[src/rtl/led_run_arbiter.sv]
// Two-requester arbiter sharing one LED up-counter: grants a single owner, counts 0..limit, pulses done/abort.
// Optional build macro ARB_FIXED_PRIO_EN: requester 0 always wins a tie instead of round robin.
module led_run_arbiter #(
  parameter int CW       = 4,
  parameter int DEF_LAST = 1
) (
  input  logic          dividedClock,
  input  logic          rst,
  input  logic [1:0]    req,
  input  logic [CW-1:0] limit0,
  input  logic [CW-1:0] limit1,
  output logic [1:0]    grant,
  output logic          busy,
  output logic [CW-1:0] count,
  output logic [1:0]    done,
  output logic [1:0]    abort,
  output logic          last
);

  typedef enum logic {IDLE = 1'b0, COUNT = 1'b1} state_t;

  localparam logic LAST_INIT = (DEF_LAST != 0);

  state_t        state;
  logic [CW-1:0] lim_q;
  logic          owner;
  logic          winner;

  // grant is one-hot while counting, so its upper bit names the owner
  assign owner = grant[1];

  always_comb begin
`ifdef ARB_FIXED_PRIO_EN
    winner = ~req[0];
`else
    if (req == 2'b11) winner = ~last;
    else              winner = req[1];
`endif
  end

  always_ff @(posedge dividedClock or posedge rst) begin
    if (rst) begin
      state <= IDLE;
      grant <= 2'b00;
      busy  <= 1'b0;
      count <= '0;
      done  <= 2'b00;
      abort <= 2'b00;
      last  <= LAST_INIT;
      lim_q <= '0;
    end else begin
      done  <= 2'b00;
      abort <= 2'b00;
      if (state == IDLE) begin
        count <= '0;
        if (req != 2'b00) begin
          grant <= winner ? 2'b10 : 2'b01;
          lim_q <= winner ? limit1 : limit0;
          busy  <= 1'b1;
          state <= COUNT;
        end
      end else begin
        // withdrawal outranks completion; terminal compare precedes the increment so count never wraps
        if (!req[owner]) begin
          abort <= grant;
          grant <= 2'b00;
          busy  <= 1'b0;
          count <= '0;
          last  <= owner;
          state <= IDLE;
        end else if (count == lim_q) begin
          done  <= grant;
          grant <= 2'b00;
          busy  <= 1'b0;
          count <= '0;
          last  <= owner;
          state <= IDLE;
        end else begin
          count <= count + CW'(1);
        end
      end
    end
  end

endmodule
[config.mk]
export PLATFORM = sky130hd
export DESIGN_NAME = led_run_arbiter
export DESIGN_NICKNAME = d
export VERILOG_FILES = /design/src/rtl/led_run_arbiter.sv
export SDC_FILE = /design/constraint.sdc
export NUM_CORES = 1
export LEC_CHECK = 0
export BUFFER_PORTS_ARGS = -buffer_cell sky130_fd_sc_hd__buf_2
export CORE_MARGIN = 5
export CORE_UTILIZATION = 48
export DETAILED_ROUTE_END_ITERATION = 8
export GPL_TIMING_DRIVEN = 1
export PLACE_DENSITY = 0.77
export SYNTH_ARGS = -nofsm -noshare
export SYNTH_HDL_FRONTEND = slang
export SYNTH_SLANG_ARGS = --single-unit
[constraint.sdc]
create_clock -name dividedClock -period 1.7 [get_ports dividedClock]
set_input_delay 0.085 -clock dividedClock [delete_from_list [all_inputs] [get_ports dividedClock]]
set_output_delay 0.085 -clock dividedClock [all_outputs]
set_load 0.05 [all_outputs]
==> Word level (Yosys, flattened, before mapping) <==
Index checks and enable logic that the tools add are counted.
{ "totals": {"regBits": 17, "inputBits": 12, "word_cells": 48} }
{ "op_classes": {"add_sub_neg": 1, "magnitude_cmp": 1, "eq_ne": 4, "mux": 27, "n_bitwise": 2, "reduce_logical": 5} }
{ "op_table": {"columns": ["operator", "count"], "rows": [
  ["2-to-1 mux 2 bit", 10],
  ["2-to-1 mux 4 bit", 4],
  ["2-to-1 mux 1 bit", 13],
  ["AND reduction 2 bit", 3],
  ["adder 4 x 1 -> 4 bit, second input constant", 1],
  ["equality test 4 bit", 1],
  ["nonzero test 2 bit", 2],
  ["!= test 3 x 2 -> 1 bit, second input constant", 1],
  ["equality test 2 bit, second input constant", 1],
  ["< comparator 1 x 2 -> 1 bit, second input constant", 1],
  ["!= test 2 x 1 -> 1 bit, second input constant", 1],
  ["inverter 1 bit", 2]
]} }

==> Longest topological paths before layout <==
{ "depth": {"depth_word": 5, "ltp_mapped": 4, "ltp_nobuf": 4} }

==> Worst setup path before layout <==
Ideal clock, no wire load.
{ "synth_timing": {"path_kind": "register to register", "start": "reg last", "end": "reg lim_q[0]", "arrival_time_ps": 1401, "t_required_ps": 1577, "setup_slack_ps": 176, "stages_incl_launch_ff": 5, "n_path_buf": 0, "period_less_slack_ps": 1524, "cell_sequence": "dfstp_2 nand2b_2 nand2_1 or2_4 o221a_1"} }
{ "synth_between": {"elab_chain_cells": 3} }
{ "synth_lines": {"columns": ["element", "line_no", "text"], "rows": [
  ["from (decl)", "17", "output logic last"],
  ["from (signal assigned)", "69", "last <= owner;"],
  ["from (signal assigned)", "76", "last <= owner;"],
  ["inverter 1 bit", "36", "if (req == 2'b11) winner = ~last;"],
  ["2-to-1 mux 1 bit", "36", null],
  ["2-to-1 mux 4 bit", "58", "lim_q <= winner ? limit1 : limit0;"],
  ["to (signal assigned)", "58", null],
  ["to (decl)", "25", "logic [CW-1:0] lim_q;"]
]} }
No other way between the ends.
A chain may end at the register's enable or synchronous reset.

==> Worst setup path after layout <==
{ "layout_timing": {"start": "reg last", "end": "reg lim_q[3]"} }
The elaborated chain is that of the path after synthesis.

==> metrics.log <==
[metrics] average wire per cell in the routed design: 13.9 um
[metrics] worst vdd ir: between 1000 and 1500 uV
[metrics] Syn Inst Count: between 70 and 80
[metrics] Yosys warning count: 0
[metrics] count of distinct cell types in the synthesized netlist: 27
[metrics] Critical Path Sink Type: register
[metrics] Setup TNS Final: 0 ns
[metrics] largest net degree at the start of global routing: 18
[metrics] post-synthesis cell area: roughly 790 um2
[metrics] Synth Area in Adders: 0.0158
[metrics] clock root buffer: sky130_fd_sc_hd__clkbuf_4
[metrics] power share of the clock group: 0.129
[metrics] cell accounting for the most synthesized area: sky130_fd_sc_hd__dfrtp_1
[metrics] transition at the pin with the smallest max-transition slack: ~0.64 ns
[metrics] TritonCTS Buffers: 3
[metrics] number of register bits inferred by synthesis: 17
[metrics] slowest library cell on the worst path: sky130_fd_sc_hd__dfstp_2
[metrics] number of filler cells placed in the layout: around 140
[metrics] residual overflow from global routing: 0
[metrics] Clk Latency, worst-skew pair: between 0.2 and 0.3 ns
[metrics] number of primary I/O pins: 24
[metrics] final number of max-transition violations: 0
[metrics] count of flip-flops with a built-in enable after synthesis: 0
[metrics] fraction of power consumed by combinational cells: 0.471
[metrics] dominant cells by area after synthesis: sky130_fd_sc_hd__dfrtp_1 51%, sky130_fd_sc_hd__o221a_1 5.7%, sky130_fd_sc_hd__xnor2_1 5.5%, sky130_fd_sc_hd__dfstp_2 3.3%, sky130_fd_sc_hd__nand2_1 3.3%
[metrics] most frequent cells after synthesis: 16 x sky130_fd_sc_hd__dfrtp_1, 7 x sky130_fd_sc_hd__nand2_1, 7 x sky130_fd_sc_hd__nor2_1
[metrics] Worst Setup Start Kind: register
[metrics] internal power contribution: around 930 uW
[metrics] diode count: 0
[metrics] HPWL Detailed: 1230 um
[metrics] async set or reset register ratio after synthesis: 1.00
[metrics] number of vias per cell after detailed routing: 5.26
[metrics] simple-gate share of the synthesized area: 0.184
[metrics] Critical Path AT: around 1.6 ns
[metrics] area share of the largest cell type after synthesis: 0.506
[metrics] Final ANT Viol Nets: 0
[metrics] height of the die: between 50 and 60 um
[metrics] fraction of layout cells with a size suffix above 1: 0.327
[metrics] count of buffering cells on the critical path with inverters included: 0
[metrics] maximum fanout encountered on the critical timing path: 5
[metrics] result of the run: finished clean
[metrics] H-tree levels: 1
[metrics] post-synthesis share of cell area spent on xor and xnor gates: 0.0665
[metrics] Via Count: 615
[metrics] Post-synth top flop: sky130_fd_sc_hd__dfrtp_1
[metrics] f_max: ~730 MHz
[metrics] antenna violations before repair: 0
[metrics] # nets final: 115
[metrics] register clock-pin slew on the reported worst setup and hold paths: 0.10 ns
[metrics] worst path cell trace: nand2b_2 > nand2_1 > or2_4 > o221a_1
[metrics] max capacitance violation total: 0
[metrics] sequential share of power: 0.401
[metrics] growth of design area from synthesis to finish: 22.0%
[metrics] CTS tree: built
[metrics] delay contributed by the slowest stage of the critical path: 0.56 ns
[metrics] Final min period: between 1 and 1.5 ns
[metrics] first-pass GRT wire length: around 2900 um
[metrics] total setup violations reported at the end of the flow: 0
[metrics] most frequent cell after synthesis: sky130_fd_sc_hd__dfrtp_1
[metrics] overall power: approximately 1.7 mW
[metrics] 1st-iter DRT viols: 14
[metrics] compound-gate portion of the synthesized area: 0.155
[metrics] CP delay by family, top: flip-flops
[metrics] leakage power of the design: 0.486 nW
[metrics] Resize count post-CTS: 0
[metrics] core footprint: ~1500 um2
[metrics] power density over the cells: approximately 1800 nW/um2
[metrics] synthesized net count: 86
[metrics] Avg Inst Size Synth: roughly 11 um2
[metrics] count of standard-cell rows: 14
[metrics] RSZ-0062 raised after global routing: no
[metrics] area of the multi-input gates: between 300 and 400 um2
[metrics] classification of the worst setup path: reg2reg
[metrics] Data required, critical path: about 1.9 ns
[metrics] die boundary width: approximately 50 um
[metrics] reported net switching power: 774 uW
[metrics] Hold WC Path Type: in2reg
[metrics] relative slew slack: 0.571
[metrics] first-pass iteration count of the detailed router: 4
[metrics] fraction of power spent switching nets: 0.455
[metrics] sequential cell area in the final layout: approximately 430 um2
[metrics] worst-case clock skew: a little under 0.007 ns
[metrics] total wire length after detailed routing: between 1500 and 2000 um
[metrics] via count of the first global-routing pass: about 560
[metrics] proportion of synthesized chip area in sequential cells: 0.540
[metrics] buffer depth of the longest clock path: 2
[metrics] All-Layer GR Usage: 0.150
[metrics] main combinational cell family by area after synthesis: simple AND/OR/NAND/NOR gates
[metrics] Final period util: 0.802
[metrics] clock net sink count: 17
[metrics] # port buffers: 23
[metrics] count of unresolved DRC violations after routing: 0
[metrics] Final Hold Vio Count: 0
[metrics] gpl congestion: around 0.86
[metrics] overall die area: approximately 2600 um2
[metrics] initial standard-cell utilization of the core: 0.513
[metrics] mux share of post-synthesis cell area: 0.0142
final timing paths:
check                                end  depth (start not counted)  slack [ns]     start
worst max-delay path            lim_q[3]                          4        0.34      last
worst min-delay path            abort[1]                          2        0.03    req[1]
worst max register to register  lim_q[3]                          4        0.34      last
worst min register to register  count[0]                          1        0.54  count[0]
max in group asynchronous           busy                          3        0.87       rst
min in group asynchronous       grant[0]                          3        0.41       rst
metal layers:
layer  global-route usage  vias up  wire (um)
li1                     -      306          -
met3               0.0296        4        111
met5                    0        -          0
met2                0.207       19        750
met1                0.215      286        722
met4               0.0894        0         44
power groups by stage:
stage	clock [mW]	combinational, mW	sequential, mW
after global routing	0.251	0.872	0.713
after global placement	0	0.787	0.689
after CTS	0.225	0.807	0.682
after floorplan	0	0.396	0.912
after detailed placement	0	0.803	0.690
final	0.219	0.800	0.681
registers in the layout, indices dropped and copies added, names as in the netlist:
register,cells
abort,2
busy,1
count,4
done,2
grant,2
last,1
lim_q,4
state,1
through the flow:
stage	utilization	setup slack, ns	hold WS [ns]	cell area [um2]	instances
2_1_floorplan	-	0.176	0.0103	791	73
3_3_place_gp	0.602	0.380	0.193	928	112
3_5_place_dp	0.602	0.334	0.200	928	112
4_1_cts	0.626	0.334	0.0196	965	117
5_1_grt	0.626	0.222	0.0354	965	117
6_report	0.626	0.336	0.0293	965	117
cells in the final DEF, fill, tap and decap left out, drive strengths merged, types with 4 or more instances in the layout:
cell	count
clkbuf	4
buf	24
inv	4
o221a	4
xnor2	5
a21oi	5
nand2b	5
nand2	7
dfrtp	16
nor2	7
kinds of logic after synthesis:
logic type                 after synthesis
and+or+nand+nor                         27
DFF                                     17
AOI/OAI and AO/OA                       16
xor gates and xnor gates                 6
buffers and inverters                    5
muxes                                    1
adders and majority gates                1
repair_timing:
item | in CTS | in global routing
endpoints found under the hold margin | 16 | 0
buffers inserted | 0 | 0
hold buffers | 1 | 0
final cells by class:
type	instances	area share
multi-input combinational	51	0.357
sequential	17	0.442
inverter	4	0.0156
timing repair buffer	25	0.137
tap	16	0.0208
clock buffer	4	0.0272
Note: power is estimated with default switching activity, not from simulation.
